## src/rtl/mem_arb_pkg.sv

```systemverilog
// Shared types for the MCPU RAM arbiter: FSM state encoding and bus-owner tag.
package mem_arb_pkg;

  typedef enum logic [2:0] {
    ST_IDLE       = 3'd0,
    ST_ISSUE_CPU  = 3'd1,
    ST_ISSUE_HOST = 3'd2,
    ST_RESP_CPU   = 3'd3,
    ST_RESP_HOST  = 3'd4
  } state_t;

  typedef enum logic {
    OWN_CPU  = 1'b0,
    OWN_HOST = 1'b1
  } owner_t;

  function automatic logic is_host_busy(input state_t s);
    return (s == ST_ISSUE_HOST) || (s == ST_RESP_HOST);
  endfunction

endpackage

```

## src/rtl/mem_arbiter_rr_arb2.sv

```systemverilog
// Two-input round-robin pick: a lone request wins, a tie goes to the master
// that was not granted last. The CPU input can be masked out (host lock).
module rr_arb2
  import mem_arb_pkg::*;
(
  input  logic   i_req_cpu,
  input  logic   i_req_host,
  input  logic   i_mask_cpu,
  input  owner_t i_last_grant,
  output logic   o_valid,
  output owner_t o_owner
);

  logic w_cpu_eligible;

  assign w_cpu_eligible = i_req_cpu & ~i_mask_cpu;

  always_comb begin
    o_valid = w_cpu_eligible | i_req_host;
    o_owner = OWN_CPU;
    if (w_cpu_eligible && i_req_host) begin
      o_owner = (i_last_grant == OWN_CPU) ? OWN_HOST : OWN_CPU;
    end else if (i_req_host) begin
      o_owner = OWN_HOST;
    end
  end

endmodule

```

## src/rtl/mem_arbiter.sv

```systemverilog
// Serialises CPU and host accesses to the single-port RAM: IDLE -> ISSUE -> RESP,
// alternating grants on contention and holding the CPU off during host bulk loads.
module mem_arbiter
  import mem_arb_pkg::*;
#(
  parameter int WORD_SIZE = 16,
  parameter int ADDR_SIZE = 8
) (
  input  logic                 clk,
  input  logic                 reset,
  input  logic                 cpu_req,
  input  logic                 cpu_we,
  input  logic [ADDR_SIZE-1:0] cpu_addr,
  input  logic [WORD_SIZE-1:0] cpu_wdata,
  output logic [WORD_SIZE-1:0] cpu_rdata,
  output logic                 cpu_ack,
  output logic                 cpu_hold,
  input  logic                 host_req,
  input  logic                 host_we,
  input  logic [ADDR_SIZE-1:0] host_addr,
  input  logic [WORD_SIZE-1:0] host_wdata,
  output logic [WORD_SIZE-1:0] host_rdata,
  output logic                 host_ack,
  input  logic                 host_lock,
  output logic [ADDR_SIZE-1:0] ram_addr,
  output logic                 ram_we,
  output logic [WORD_SIZE-1:0] ram_wdata,
  input  logic [WORD_SIZE-1:0] ram_rdata
);

  state_t                 r_state;
  state_t                 w_state_nxt;
  owner_t                 r_last_grant;
  logic                   r_cpu_hold;
  logic [ADDR_SIZE-1:0]   r_ram_addr;
  logic                   r_ram_we;
  logic [WORD_SIZE-1:0]   r_ram_wdata;
  logic                   w_gnt_valid;
  owner_t                 w_gnt_owner;
  logic                   w_capture;
  logic                   w_cpu_ack;
  logic                   w_host_ack;

  rr_arb2 u_rr_arb2 (
    .i_req_cpu    (cpu_req),
    .i_req_host   (host_req),
    .i_mask_cpu   (host_lock),
    .i_last_grant (r_last_grant),
    .o_valid      (w_gnt_valid),
    .o_owner      (w_gnt_owner)
  );

  // Arbitration only happens in IDLE; RESP always returns to IDLE so the
  // requester has a cycle to drop req before it could be re-granted.
  always_comb begin
    w_state_nxt = r_state;
    w_cpu_ack   = 1'b0;
    w_host_ack  = 1'b0;
    w_capture   = 1'b0;
    case (r_state)
      ST_IDLE: begin
        if (w_gnt_valid) begin
          w_capture   = 1'b1;
          w_state_nxt = (w_gnt_owner == OWN_CPU) ? ST_ISSUE_CPU : ST_ISSUE_HOST;
        end
      end
      ST_ISSUE_CPU:  w_state_nxt = ST_RESP_CPU;
      ST_ISSUE_HOST: w_state_nxt = ST_RESP_HOST;
      ST_RESP_CPU: begin
        w_cpu_ack   = 1'b1;
        w_state_nxt = ST_IDLE;
      end
      ST_RESP_HOST: begin
        w_host_ack  = 1'b1;
        w_state_nxt = ST_IDLE;
      end
      default: w_state_nxt = ST_IDLE;
    endcase
  end

  always_ff @(posedge clk or negedge reset) begin
    if (!reset) begin
      r_state      <= ST_IDLE;
      r_last_grant <= OWN_HOST;
      r_cpu_hold   <= 1'b0;
      r_ram_addr   <= '0;
      r_ram_we     <= 1'b0;
      r_ram_wdata  <= '0;
    end else begin
      r_state    <= w_state_nxt;
      r_cpu_hold <= host_lock | is_host_busy(w_state_nxt);

      // Request fields are frozen at grant; later changes are ignored until ack.
      if (w_capture) begin
        if (w_gnt_owner == OWN_CPU) begin
          r_ram_addr  <= cpu_addr;
          r_ram_we    <= cpu_we;
          r_ram_wdata <= cpu_wdata;
        end else begin
          r_ram_addr  <= host_addr;
          r_ram_we    <= host_we;
          r_ram_wdata <= host_wdata;
        end
      end else begin
        r_ram_we <= 1'b0;
      end

      if (r_state == ST_RESP_CPU) begin
        r_last_grant <= OWN_CPU;
      end else if (r_state == ST_RESP_HOST) begin
        r_last_grant <= OWN_HOST;
      end
    end
  end

  assign ram_addr   = r_ram_addr;
  assign ram_we     = r_ram_we;
  assign ram_wdata  = r_ram_wdata;
  assign cpu_hold   = r_cpu_hold;
  assign cpu_ack    = w_cpu_ack;
  assign host_ack   = w_host_ack;
  assign cpu_rdata  = ram_rdata;
  assign host_rdata = ram_rdata;

endmodule

```

## config.mk

```make
export PLATFORM = sky130hd
export DESIGN_NAME = mem_arbiter
export DESIGN_NICKNAME = d
export VERILOG_FILES = /design/src/rtl/mem_arb_pkg.sv /design/src/rtl/mem_arbiter_rr_arb2.sv /design/src/rtl/mem_arbiter.sv
export SDC_FILE = /design/constraint.sdc
export NUM_CORES = 1
export LEC_CHECK = 0
export ABC_AREA = 1
export BUFFER_PORTS_ARGS = -buffer_cell sky130_fd_sc_hd__buf_2
export CAP_MARGIN = 20
export CORE_MARGIN = 8
export CORE_UTILIZATION = 40
export CTS_CLUSTER_DIAMETER = 120
export CTS_CLUSTER_SIZE = 24
export DETAILED_ROUTE_END_ITERATION = 6
export PLACE_DENSITY_LB_ADDON = 0.12
export SYNTH_ARGS = -nofsm -noshare
export SYNTH_HDL_FRONTEND = slang
export SYNTH_HIERARCHICAL = 1
export SYNTH_SLANG_ARGS = --single-unit
```

## constraint.sdc

```tcl
create_clock -name clk -period 1.5 [get_ports clk]
set_input_delay 0.075 -clock clk [delete_from_list [all_inputs] [get_ports clk]]
set_output_delay 0.075 -clock clk [all_outputs]
set_load 0.05 [all_outputs]
```

==> impl_metrics.py <==
metrics = {
    "floorplanning": {
        "fp.dieW_um": 82.5,
        "die_y_um": 82.5,
        "start_util_pct": 40.9,
        "pin_count": 131,
        "dieArea_um2": 6810,
        "rows": 24,
        "core_um2": 4320,
    },
    "power": {
        "powerDensity_nw_per_um2": 2230,
        "p_leak_nw": 1.35,
        "irDropWorstVdd_v": 0.000701,
    },
    "cells_and_area": {
        "antennaDiodeCount": 0,
        "final_cell_mix": "nand2_1 (157), buf_2 (82), dfrtp_1 (29)",
        "final_common_cell": "nand2_1",
        "utilization_pct": 48.9,
        "fin_area_um2": 2120,
        "area_delta_synth_final_pct": 19.5,
        "nets": 376,
        "layout-drive-gt1-share_pct": 33.3,
    },
    "worst_setup_path": {
        "worstSetupStartpointType": "register",
        "crit_slowest_cell": "dfrtp_1",
        "path_max_fanout": 5,
        "worstPathCellList": "nor2_2 -> nand2_1 -> inv_1 -> buf_2",
        "critical-path-max-stage-delay_ps": 440,
        "endpoint_kind": "output pin",
        "cp_data_arrival_time_ps": 1270,
        "cp.required_ps": 1420,
        "criticalPathCategory": "register to output pin",
    },
    "logic_synthesis": {
        "synth_area_leader_cell": "dfrtp_1",
        "netlist-cell-type-count": 16,
        "ys_ff_latch": 30,
        "syn_avg_cell_area_um2": 7.05,
        "netlist_instances": 251,
        "synth-seq-area-share_pct": 42.5,
        "syn_nets": 322,
        "synth_warnings": 6,
        "syn_area_um2": 1770,
        "synth_top_area_share_pct": 41.0,
        "synthTopCellsByArea": "dfrtp_1 (41%), nand2_1 (33%), buf_4 (16%)",
    },
    "route": {
        "wire_per_inst_um": 12.7,
        "drtPass1Iterations": 4,
        "drt_wl_total_um": 4560,
        "ant_nets": 0,
        "drc": 0,
        "dr_total_vias": 1574,
        "drtIter0Drc": 56,
        "viasPerCell": 4.40,
    },
    "cts": {
        "clockBufferDepth": 2,
        "cts-root-buf": "clkbuf_8",
        "h-tree-depth": 2,
        "clock_latency_ps": 280,
        "cts_made_buffers": 5,
        "cts.clk_slew.worst_paths_ps": 70,
        "cts_resized": 0,
        "cts_tree": "built",
        "clock-sinks": 30,
        "post_cts_buffers": 0,
    },
    "placement": {
        "portBuffers": 82,
        "dp_hpwl_um": 3420,
        "placed_cell_area_um2": 2010,
        "gp_congestion": 0.791,
    },
    "global_route": {
        "overflow": 0,
        "grt_max_degree": 31,
        "grt_pass1_vias": 1575,
        "antenna_found_initial": 0,
        "grt_pass1_wl_um": 7320,
        "grt.total_usage_pct": 13.9,
    },
    "timing": {
        "fin_worst_skew_ps": 4.30,
        "fmax_mhz": 743,
        "max_slew_margin_pct": 54.2,
        "setup_tns_ps": 0,
        "tightestPinTransition_ps": 687,
        "drv_slew": 0,
        "finalSetupViolations": 0,
        "hold_violations": 0,
        "fin_crit_sh_pct": 89.7,
        "post-route-min-period_ps": 1350,
        "whs_ps": 25.3,
        "rsz0062_at_grt": "no",
    },
    "run": {
        "maxCapViolations": 0,
    },
    "outcome": {
        "status": "finished clean",
    },
    "worst_hold_path": {
        "min_path_type": "primary input to register",
    },
}
-- critical path: cells and delay by family, from the launching register on --
| kind | cells | cell delay [ps] |
|---|---|---|
| buffers and inverters | 2 | 310 |
| DFF | 1 | 440 |
| and+or+nand+nor | 2 | 250 |
-- flip-flops by register name, indices dropped and copies added (netlist names) --
register,count
ram_we,1
ram_addr,8
cpu_hold,1
ram_wdata,16
r_last_grant,1
r_state,3
-- power by group --
part           switching, W  internal [W]  total [W]
Sequential         0.000200       0.00119    0.00139
Clock              0.000311      0.000368   0.000679
Combinational       0.00199      0.000666    0.00266
-- synth_stat cells (all sizes together) --
| library cell | instances |
|---|---|
| a21oi | 1 |
| nand3 | 6 |
| inv | 11 |
| nand2 | 157 |
| dfrtp | 29 |
| dfstp | 1 |
| buf | 41 |
| o21ai | 1 |
| a21o | 1 |
| nor2 | 3 |
-- metal layers --
layer | vias up | GRT usage (%) | part of all wire (%)
met5 | - | 0 | 0
met3 | 9 | 4.22 | 11
li1 | 817 | - | -
met1 | 680 | 16.6 | 43
met2 | 68 | 22.2 | 45
met4 | 0 | 6.55 | 1.6
-- worst paths after layout --
| path | slack (ps) | depth (start not counted) | endpoint | from |
|---|---|---|---|---|
| setup / recovery | 150 | 4 | host_ack | r_state[1] |
| setup reg to reg | 180 | 9 | ram_addr[1] | r_last_grant |
| hold reg to reg | 470 | 2 | ram_addr[6] | ram_addr[6] |
| min in group asynchronous | 360 | 2 | cpu_hold | reset |
| max in group asynchronous | 690 | 2 | ram_wdata[2] | reset |
| hold / removal | 30 | 3 | cpu_hold | host_lock |
-- cell type report --
type	count	area, um2
clock buffers	6	82.6
clock inverters	2	12.5
fillers	470	2210
inverters	11	41.3
multi-input cells	169	667
flip-flops and latches	30	752
well taps	52	65.1
repair buffers	88	495
-- cell families (layout without fill, tap and decap cells) --
logic type / Yosys count / after routing / synth area share, %
flip-flops: 30 / 30 / 42.5
buffers and inverters: 52 / 107 / 19.9
AND/OR/NAND/NOR: 166 / 166 / 36.5
AO/OA/AOI/OAI: 3 / 3 / 1.20
-- through the flow --
| stage | setup WS, ps | power (W) | cells |
|---|---|---|---|
| global placement | 199 | 0.00409 | 349 |
| detailed placement | 183 | 0.00411 | 349 |
| finish | 154 | 0.00472 | 358 |
| CTS | 139 | 0.00481 | 358 |
| floorplan | 218 | 0.00361 | 251 |
| global route | 53.6 | 0.00507 | 358 |
-- timing repair --
action	CTS	global route
endpoints found under the hold margin	29	0
setup endpoints to repair	0	0
hold buffers	1	0
No activity file was read; power rests on OpenSTA's default activity.
